==> src/rtl/l1_flatten_pkg.sv <==
// Shared memory-map constants and FSM state type for the layer-1 flatten
// stage; the convolution engine imports the same constants.
package l1_flatten_pkg;

  // Memory select codes on the shared bus
  localparam logic [2:0] CSEL_IDLE    = 3'b000;
  localparam logic [2:0] CSEL_L0_BASE = 3'b001;
  localparam logic [2:0] CSEL_L1_BASE = 3'b011;
  localparam logic [2:0] CSEL_L2      = 3'b101;

  // Default bus geometry (Q4.16 data, 4K-word address space)
  localparam int DW_DEF = 20;
  localparam int AW_DEF = 12;

  typedef enum logic [1:0] {
    ST_IDLE = 2'd0,
    ST_RD   = 2'd1,
    ST_WR   = 2'd2,
    ST_FIN  = 2'd3
  } state_t;

  // True when v is a positive power of two
  function automatic bit is_pow2(input int v);
    return (v > 0) && ((v & (v - 1)) == 0);
  endfunction

endpackage

==> src/rtl/l1_flatten_if.sv <==
// Control handshake plus shared memory bus between the flatten stage
// (master) and the memory / controller side (slave).
interface l1_flatten_if
  import l1_flatten_pkg::*;
#(
  parameter int AW = AW_DEF,
  parameter int DW = DW_DEF
);
  logic          start;
  logic          busy;
  logic          done;
  logic          crd;
  logic [AW-1:0] caddr_rd;
  logic [DW-1:0] cdata_rd;
  logic          cwr;
  logic [AW-1:0] caddr_wr;
  logic [DW-1:0] cdata_wr;
  logic [2:0]    csel;

  modport master (
    input  start, cdata_rd,
    output busy, done, crd, caddr_rd, cwr, caddr_wr, cdata_wr, csel
  );

  modport slave (
    output start, cdata_rd,
    input  busy, done, crd, caddr_rd, cwr, caddr_wr, cdata_wr, csel
  );
endinterface

==> src/rtl/l1_flatten.sv <==
// Layer-1 flatten: reads each layer-1 max-pool map and writes the elements
// channel-interleaved into layer 2 (addr = p*KERNELS + k). One element takes
// a read cycle then a write cycle; data is passed through untouched.
module l1_flatten
  import l1_flatten_pkg::*;
#(
  parameter int KERNELS  = 2,
  parameter int L1_WORDS = 1024,
  parameter int AW       = AW_DEF,
  parameter int DW       = DW_DEF
) (
  input  logic        clk,
  input  logic        reset,
  l1_flatten_if.master bus
);

  localparam int PW = (L1_WORDS > 1) ? $clog2(L1_WORDS) : 1;
  localparam int KW = (KERNELS > 1) ? $clog2(KERNELS) : 1;
  localparam bit K_POW2 = is_pow2(KERNELS);
  localparam logic [PW-1:0] P_LAST = PW'(L1_WORDS - 1);
  localparam logic [KW-1:0] K_LAST = KW'(KERNELS - 1);

  // Registered state, counters and outputs
  state_t        r_state;
  logic [PW-1:0] r_p;
  logic [KW-1:0] r_k;
  logic          r_busy;
  logic          r_done;
  logic          r_crd;
  logic          r_cwr;
  logic [AW-1:0] r_caddr_rd;
  logic [AW-1:0] r_caddr_wr;
  logic [DW-1:0] r_cdata_wr;
  logic [2:0]    r_csel;

  // Next-state values
  state_t        w_state_nxt;
  logic [PW-1:0] w_p_nxt;
  logic [KW-1:0] w_k_nxt;
  logic          w_busy_nxt;
  logic          w_done_nxt;
  logic          w_crd_nxt;
  logic          w_cwr_nxt;
  logic [AW-1:0] w_caddr_rd_nxt;
  logic [AW-1:0] w_caddr_wr_nxt;
  logic [DW-1:0] w_cdata_wr_nxt;
  logic [2:0]    w_csel_nxt;

  logic [AW-1:0] w_wr_addr;
  logic [KW-1:0] w_k_inc;
  logic [PW-1:0] w_p_inc;

  assign w_k_inc = r_k + KW'(1);
  assign w_p_inc = r_p + PW'(1);

  // Layer-2 write address for the current (p, k): a shift/concat when
  // KERNELS is a power of two, otherwise a running write counter.
  generate
    if (KERNELS == 1) begin : g_addr_one
      assign w_wr_addr = AW'(r_p);
    end else if (K_POW2) begin : g_addr_shift
      assign w_wr_addr = AW'({r_p, r_k});
    end else begin : g_addr_cnt
      logic [AW-1:0] r_wcnt;

      // Running write address: cleared on start, advanced after every write
      always_ff @(posedge clk) begin
        if (!reset) begin
          r_wcnt <= {AW{1'b0}};
        end else if ((r_state == ST_IDLE) && bus.start) begin
          r_wcnt <= {AW{1'b0}};
        end else if (r_state == ST_WR) begin
          r_wcnt <= r_wcnt + AW'(1);
        end else begin
          r_wcnt <= r_wcnt;
        end
      end

      assign w_wr_addr = r_wcnt;
    end
  endgenerate

  // Next-state and next-output logic; outputs are computed one cycle ahead
  // so that every bus signal comes straight from a flop.
  always_comb begin
    w_state_nxt    = r_state;
    w_p_nxt        = r_p;
    w_k_nxt        = r_k;
    w_busy_nxt     = r_busy;
    w_done_nxt     = 1'b0;
    w_crd_nxt      = 1'b0;
    w_cwr_nxt      = 1'b0;
    w_caddr_rd_nxt = r_caddr_rd;
    w_caddr_wr_nxt = r_caddr_wr;
    w_cdata_wr_nxt = r_cdata_wr;
    w_csel_nxt     = CSEL_IDLE;

    case (r_state)
      ST_IDLE: begin
        if (bus.start) begin
          w_state_nxt    = ST_RD;
          w_busy_nxt     = 1'b1;
          w_p_nxt        = {PW{1'b0}};
          w_k_nxt        = {KW{1'b0}};
          w_crd_nxt      = 1'b1;
          w_csel_nxt     = CSEL_L1_BASE;
          w_caddr_rd_nxt = {AW{1'b0}};
        end else begin
          w_state_nxt = ST_IDLE;
        end
      end

      ST_RD: begin
        // Read data is valid at the end of the read cycle
        w_state_nxt    = ST_WR;
        w_cdata_wr_nxt = bus.cdata_rd;
        w_cwr_nxt      = 1'b1;
        w_csel_nxt     = CSEL_L2;
        w_caddr_wr_nxt = w_wr_addr;
      end

      ST_WR: begin
        if (r_k != K_LAST) begin
          w_state_nxt    = ST_RD;
          w_k_nxt        = w_k_inc;
          w_crd_nxt      = 1'b1;
          w_csel_nxt     = CSEL_L1_BASE + 3'(w_k_inc);
          w_caddr_rd_nxt = AW'(r_p);
        end else if (r_p != P_LAST) begin
          w_state_nxt    = ST_RD;
          w_k_nxt        = {KW{1'b0}};
          w_p_nxt        = w_p_inc;
          w_crd_nxt      = 1'b1;
          w_csel_nxt     = CSEL_L1_BASE;
          w_caddr_rd_nxt = AW'(w_p_inc);
        end else begin
          w_state_nxt = ST_FIN;
          w_done_nxt  = 1'b1;
          w_busy_nxt  = 1'b0;
        end
      end

      ST_FIN: begin
        // start during the done cycle is deliberately dropped
        w_state_nxt = ST_IDLE;
      end

      default: begin
        w_state_nxt = ST_IDLE;
        w_busy_nxt  = 1'b0;
      end
    endcase
  end

  // State, counter and output registers with synchronous active-low reset
  always_ff @(posedge clk) begin
    if (!reset) begin
      r_state    <= ST_IDLE;
      r_p        <= {PW{1'b0}};
      r_k        <= {KW{1'b0}};
      r_busy     <= 1'b0;
      r_done     <= 1'b0;
      r_crd      <= 1'b0;
      r_cwr      <= 1'b0;
      r_caddr_rd <= {AW{1'b0}};
      r_caddr_wr <= {AW{1'b0}};
      r_cdata_wr <= {DW{1'b0}};
      r_csel     <= CSEL_IDLE;
    end else begin
      r_state    <= w_state_nxt;
      r_p        <= w_p_nxt;
      r_k        <= w_k_nxt;
      r_busy     <= w_busy_nxt;
      r_done     <= w_done_nxt;
      r_crd      <= w_crd_nxt;
      r_cwr      <= w_cwr_nxt;
      r_caddr_rd <= w_caddr_rd_nxt;
      r_caddr_wr <= w_caddr_wr_nxt;
      r_cdata_wr <= w_cdata_wr_nxt;
      r_csel     <= w_csel_nxt;
    end
  end

  assign bus.busy     = r_busy;
  assign bus.done     = r_done;
  assign bus.crd      = r_crd;
  assign bus.cwr      = r_cwr;
  assign bus.caddr_rd = r_caddr_rd;
  assign bus.caddr_wr = r_caddr_wr;
  assign bus.cdata_wr = r_cdata_wr;
  assign bus.csel     = r_csel;

endmodule

==> src/flat_wrapper.sv <==
// flat-port wrapper written by rule: the top's interface ports become plain ports
module l1_flatten_flat import l1_flatten_pkg::*;
#(
  parameter int KERNELS  = 2,
  parameter int L1_WORDS = 1024,
  parameter int AW       = AW_DEF,
  parameter int DW       = DW_DEF
)
  (clk, reset, bus_start, bus_cdata_rd, bus_busy, bus_done, bus_crd, bus_caddr_rd, bus_cwr, bus_caddr_wr, bus_cdata_wr, bus_csel);
  l1_flatten_if #(.AW(AW), .DW(DW)) bus_i ();
  input  logic clk;
  input  logic reset;
  input wire logic [$bits(bus_i.start)-1:0] bus_start;
  input wire logic [$bits(bus_i.cdata_rd)-1:0] bus_cdata_rd;
  output wire logic [$bits(bus_i.busy)-1:0] bus_busy;
  output wire logic [$bits(bus_i.done)-1:0] bus_done;
  output wire logic [$bits(bus_i.crd)-1:0] bus_crd;
  output wire logic [$bits(bus_i.caddr_rd)-1:0] bus_caddr_rd;
  output wire logic [$bits(bus_i.cwr)-1:0] bus_cwr;
  output wire logic [$bits(bus_i.caddr_wr)-1:0] bus_caddr_wr;
  output wire logic [$bits(bus_i.cdata_wr)-1:0] bus_cdata_wr;
  output wire logic [$bits(bus_i.csel)-1:0] bus_csel;
  assign bus_i.start = bus_start;
  assign bus_i.cdata_rd = bus_cdata_rd;
  assign bus_busy = bus_i.busy;
  assign bus_done = bus_i.done;
  assign bus_crd = bus_i.crd;
  assign bus_caddr_rd = bus_i.caddr_rd;
  assign bus_cwr = bus_i.cwr;
  assign bus_caddr_wr = bus_i.caddr_wr;
  assign bus_cdata_wr = bus_i.cdata_wr;
  assign bus_csel = bus_i.csel;
  l1_flatten #(.KERNELS(KERNELS), .L1_WORDS(L1_WORDS), .AW(AW), .DW(DW)) u_core (.clk(clk), .reset(reset), .bus(bus_i));
endmodule
==> config.mk <==
export PLATFORM = sky130hd
export DESIGN_NAME = l1_flatten_flat
export DESIGN_NICKNAME = d
export VERILOG_FILES = /design/src/rtl/l1_flatten_pkg.sv /design/src/rtl/l1_flatten_if.sv /design/src/rtl/l1_flatten.sv /design/src/flat_wrapper.sv
export SDC_FILE = /design/constraint.sdc
export NUM_CORES = 1
export LEC_CHECK = 0
export ABC_CLOCK_PERIOD_IN_PS = 2500
export BUFFER_PORTS_ARGS = -buffer_cell sky130_fd_sc_hd__buf_4
export CAP_MARGIN = 5
export CORE_ASPECT_RATIO = 1.4
export CORE_UTILIZATION = 51
export DETAILED_ROUTE_END_ITERATION = 8
export PLACE_DENSITY = 0.76
export SETUP_SLACK_MARGIN = 0.05
export SYNTH_ARGS = -nofsm -noshare
export SYNTH_HDL_FRONTEND = slang
export SYNTH_SLANG_ARGS = --single-unit
==> constraint.sdc <==
create_clock -name clk -period 2.5 [get_ports clk]
set_clock_uncertainty 0.05 [all_clocks]
set_input_delay 0.125 -clock clk [delete_from_list [all_inputs] [get_ports clk]]
set_output_delay 0.125 -clock clk [all_outputs]
set_load 0.01 [all_outputs]
==> summary.txt <==
vias in the first global route: 2,231
post-CTS setup buffers: 0
total die area: 5349 sq um
outcome: finished, final reports clean
Die Wd: 62.10 um
fin nets: 414
crit start category: register
largest family of logic cells by synthesized area: simple AND/OR/NAND/NOR gates
post-synthesis mux area share: 1.989%
TritonCTS clock tree: yes
Max-Slew Margin vs Limit: 47.65%
DR vias: 2,424
worst-path fanout max: 11
crit path DAT: 2.44 ns
Diodes inserted: 0
Post-synth EDFFs: 0
ys flop type: dfxtp_1
hold crit path type: in -> reg
CP Class: reg -> reg
GP Congestion: 0.8955
Max Slew Vio Count: 0
#FFs+latches synth: 61
Cell Pwr Density: 602.8 nW/um^2
effective utilization at floorplan: 53.26%
FMAX: 452.3 MHz
yosys warns: 0
CTS H-tree lvls: 3
Synth Area in Simple Gates: 23.63%
Post-Synthesis Cell Area: 2579 sq um
Post-route DRC: 0
Inserted Clock Buffers: 9
# resized after CTS: 0
Least-Margin Pin Slew: 0.7842 ns
post-synthesis compound-gate area fraction: 16.59%
CP endpoint kind: register
xor-xnor portion of the synthesized cell area: 2.717%
post-route antenna net violation count: 0
syn avg cell area: 8.427 sq um
drt wl/cell: 14.24 um
DRT iter0 DRCs: 76
first-pass GRT wire length: 10,530 um
Die Ht: 86.14 um
Area growth syn-to-layout: 34.50%
antenna violations before repair: 0
max_cap viols: 0
routed vias/inst: 5.281
Setup Viol. Count Final: 0
GR Util All Layers: 26.87%
Worst-path clk slew: 0.06 ns
Peak VDD IR: 0.4127 mV
IO Port Bufs: 70
final hold violations: 0
CTS root buffer: clkbuf_8
DRT Wirelength: 6538 um
Pleak: 0.001394 uW
clock insertion delay at the later pin of the skew report: 0.33 ns
CP required: 2.73 ns
Async S/R FF share, synth: 0%
Site Rows: 30
Num Clock Sinks: 61
gr ovfl total: 0
RSZ-0062 raised after global routing: no
Final Non-Filler Cells: 459
Pre-antenna DRT Iters: 5
Synth Instances: 306
Period minus WS final: 2.211 ns
setup tns final: 0 ns
fin crit share: 88.43%
Clock Path Buffers: 2
CORE AREA: 4842 sq um
# fillers: 353
# placed instances: 423
Post-Synth Adder-Cell Area: 0.4852%
I/O Pins: 74
layout cells sized above 1: 26.58%
Detailed Place HPWL: 4142 um
largest net degree at the start of global routing: 45
Seq/Total Area, Yosys: 47.36%
Cell variety after synth: 47
## cells in the mapped netlist (2+ instances only)
cell | count | area (sq um)
o21a_1 | 2 | 15.01
buf_6 | 5 | 56.30
o2bb2ai_1 | 5 | 43.79
o21ai_0 | 4 | 20.02
buf_4 | 3 | 22.52
clkbuf_8 | 2 | 27.53
nand3_1 | 8 | 40.04
dfxtp_1 | 61 | 1221
a21oi_1 | 41 | 205.2
nor3_1 | 6 | 30.03
xnor2_1 | 6 | 52.55
o31ai_1 | 2 | 15.01
nand4_1 | 5 | 31.28
xor2_1 | 2 | 17.52
a31oi_1 | 6 | 37.54
clkbuf_1 | 13 | 48.80
a41oi_1 | 2 | 17.52
mux2i_1 | 4 | 40.04
nor2_1 | 16 | 60.06
nand4b_1 | 2 | 17.52
nand2_1 | 81 | 304.0
a22o_2 | 4 | 40.04
inv_1 | 2 | 7.510
## final timing paths
path / start / to / slack (ns) / depth (start not counted)
max: u_core.r_p[0] / u_core.bus.caddr_rd[2] / 0.29 / 5
min reg2reg: u_core.bus.caddr_wr[4] / u_core.bus.caddr_wr[4] / 0.40 / 2
min: reset / u_core.bus.busy / 0.05 / 3
max reg2reg: u_core.r_p[0] / u_core.bus.caddr_rd[2] / 0.29 / 5
## logic make-up after synthesis
group,Yosys count
multiplexers,5
flip-flops,61
other,1
AND/OR/NAND/NOR,132
adder cells (fa/ha/maj),1
buffers and inverters,29
XOR/XNOR,8
AO/OA/AOI/OAI,69
## area by class of cell
| type | instances | area [sq um] | share of cell area (%) |
|---|---|---|---|
| Tap cell | 64 | 80.08 | 2.309 |
| Timing Repair Buffer | 97 | 778.2 | 22.44 |
| Sequential cell | 61 | 1221 | 35.21 |
| Inverter | 3 | 11.26 | 0.3247 |
| Clock buffer | 12 | 145.1 | 4.185 |
| Clock inverter | 4 | 47.55 | 1.371 |
| Multi-Input combinational cell | 218 | 1185 | 34.16 |
## cell usage in the layout, fill, tap and decap left out, types with 2 or more instances in the layout
cell            n
a21oi_1        41
xor2_1          2
o21ai_0         4
o21a_1          2
xnor2_1         6
inv_1           2
a31oi_1         6
buf_4          77
dfxtp_1        61
nand4_1         5
a41oi_1         2
o31ai_1         2
dlygate4sd3_1  20
clkbuf_1        2
clkbuf_8       10
nand2_1        81
o2bb2ai_1       5
nor3_1          6
conb_1          3
clkinv_2        2
nand3_1         8
nor2_1         16
nand4b_1        2
a22o_2          4
mux2i_1         4
## metrics by stage
| stage | util, % | instance area (sq um) | setup slack [ns] | power (uW) | hold WS [ns] |
|---|---|---|---|---|---|
| 2_1_floorplan | - | 2586 | 0.7366 | 1145 | 0.2110 |
| 3_5_place_dp | 63.51 | 3075 | 0.3184 | 1226 | 0.3316 |
| 4_1_cts | 71.63 | 3468 | 0.3095 | 2094 | 0.03941 |
| 6_report | 71.63 | 3468 | 0.2892 | 2091 | 0.04914 |
| 3_3_place_gp | 63.51 | 3075 | 0.4112 | 1223 | 0.3213 |
| 5_1_grt | 71.63 | 3468 | 0.1573 | 2168 | 0.06135 |
## worst max-delay path, cell delays in order (launching register included)
cell     delay [ns]
dfxtp_1        0.54
ha_1           0.38
nand4_4        0.17
or4_4          0.55
a21oi_4        0.28
a22o_2         0.19
## state kept, by name, summed over array words and instances, names as in the netlist
name	flops
u_core.r_k	1
u_core.r_p	10
u_core.bus.cdata_wr	20
u_core.bus.crd	1
u_core.bus.done	1
u_core.bus.busy	1
u_core.r_state	2
u_core.bus.csel	3
u_core.bus.cwr	1
u_core.bus.caddr_wr	11
u_core.bus.caddr_rd	10
## power breakdown
part	internal [uW]	switching [uW]	leakage (uW)
Sequential	1000	20.9	0.000495
Combinational	101	111	0.000802
Clock	485	373	0.0000964
Total	1590	504	0.00139
## timing repair
action,CTS,global route
endpoints found under the hold margin,20,0
setup endpoints to repair,0,0
hold buffers,20,0
## metal layers
layer  up-vias  track usage, %  share of wire (%)
met4         0           14.55                2.5
li1       1210               -                  -
met2        86           42.55                 51
met5         -               0                  0
met3        18           6.184                5.9
met1      1110           32.58                 41
Power figures use the tool's default switching activity.
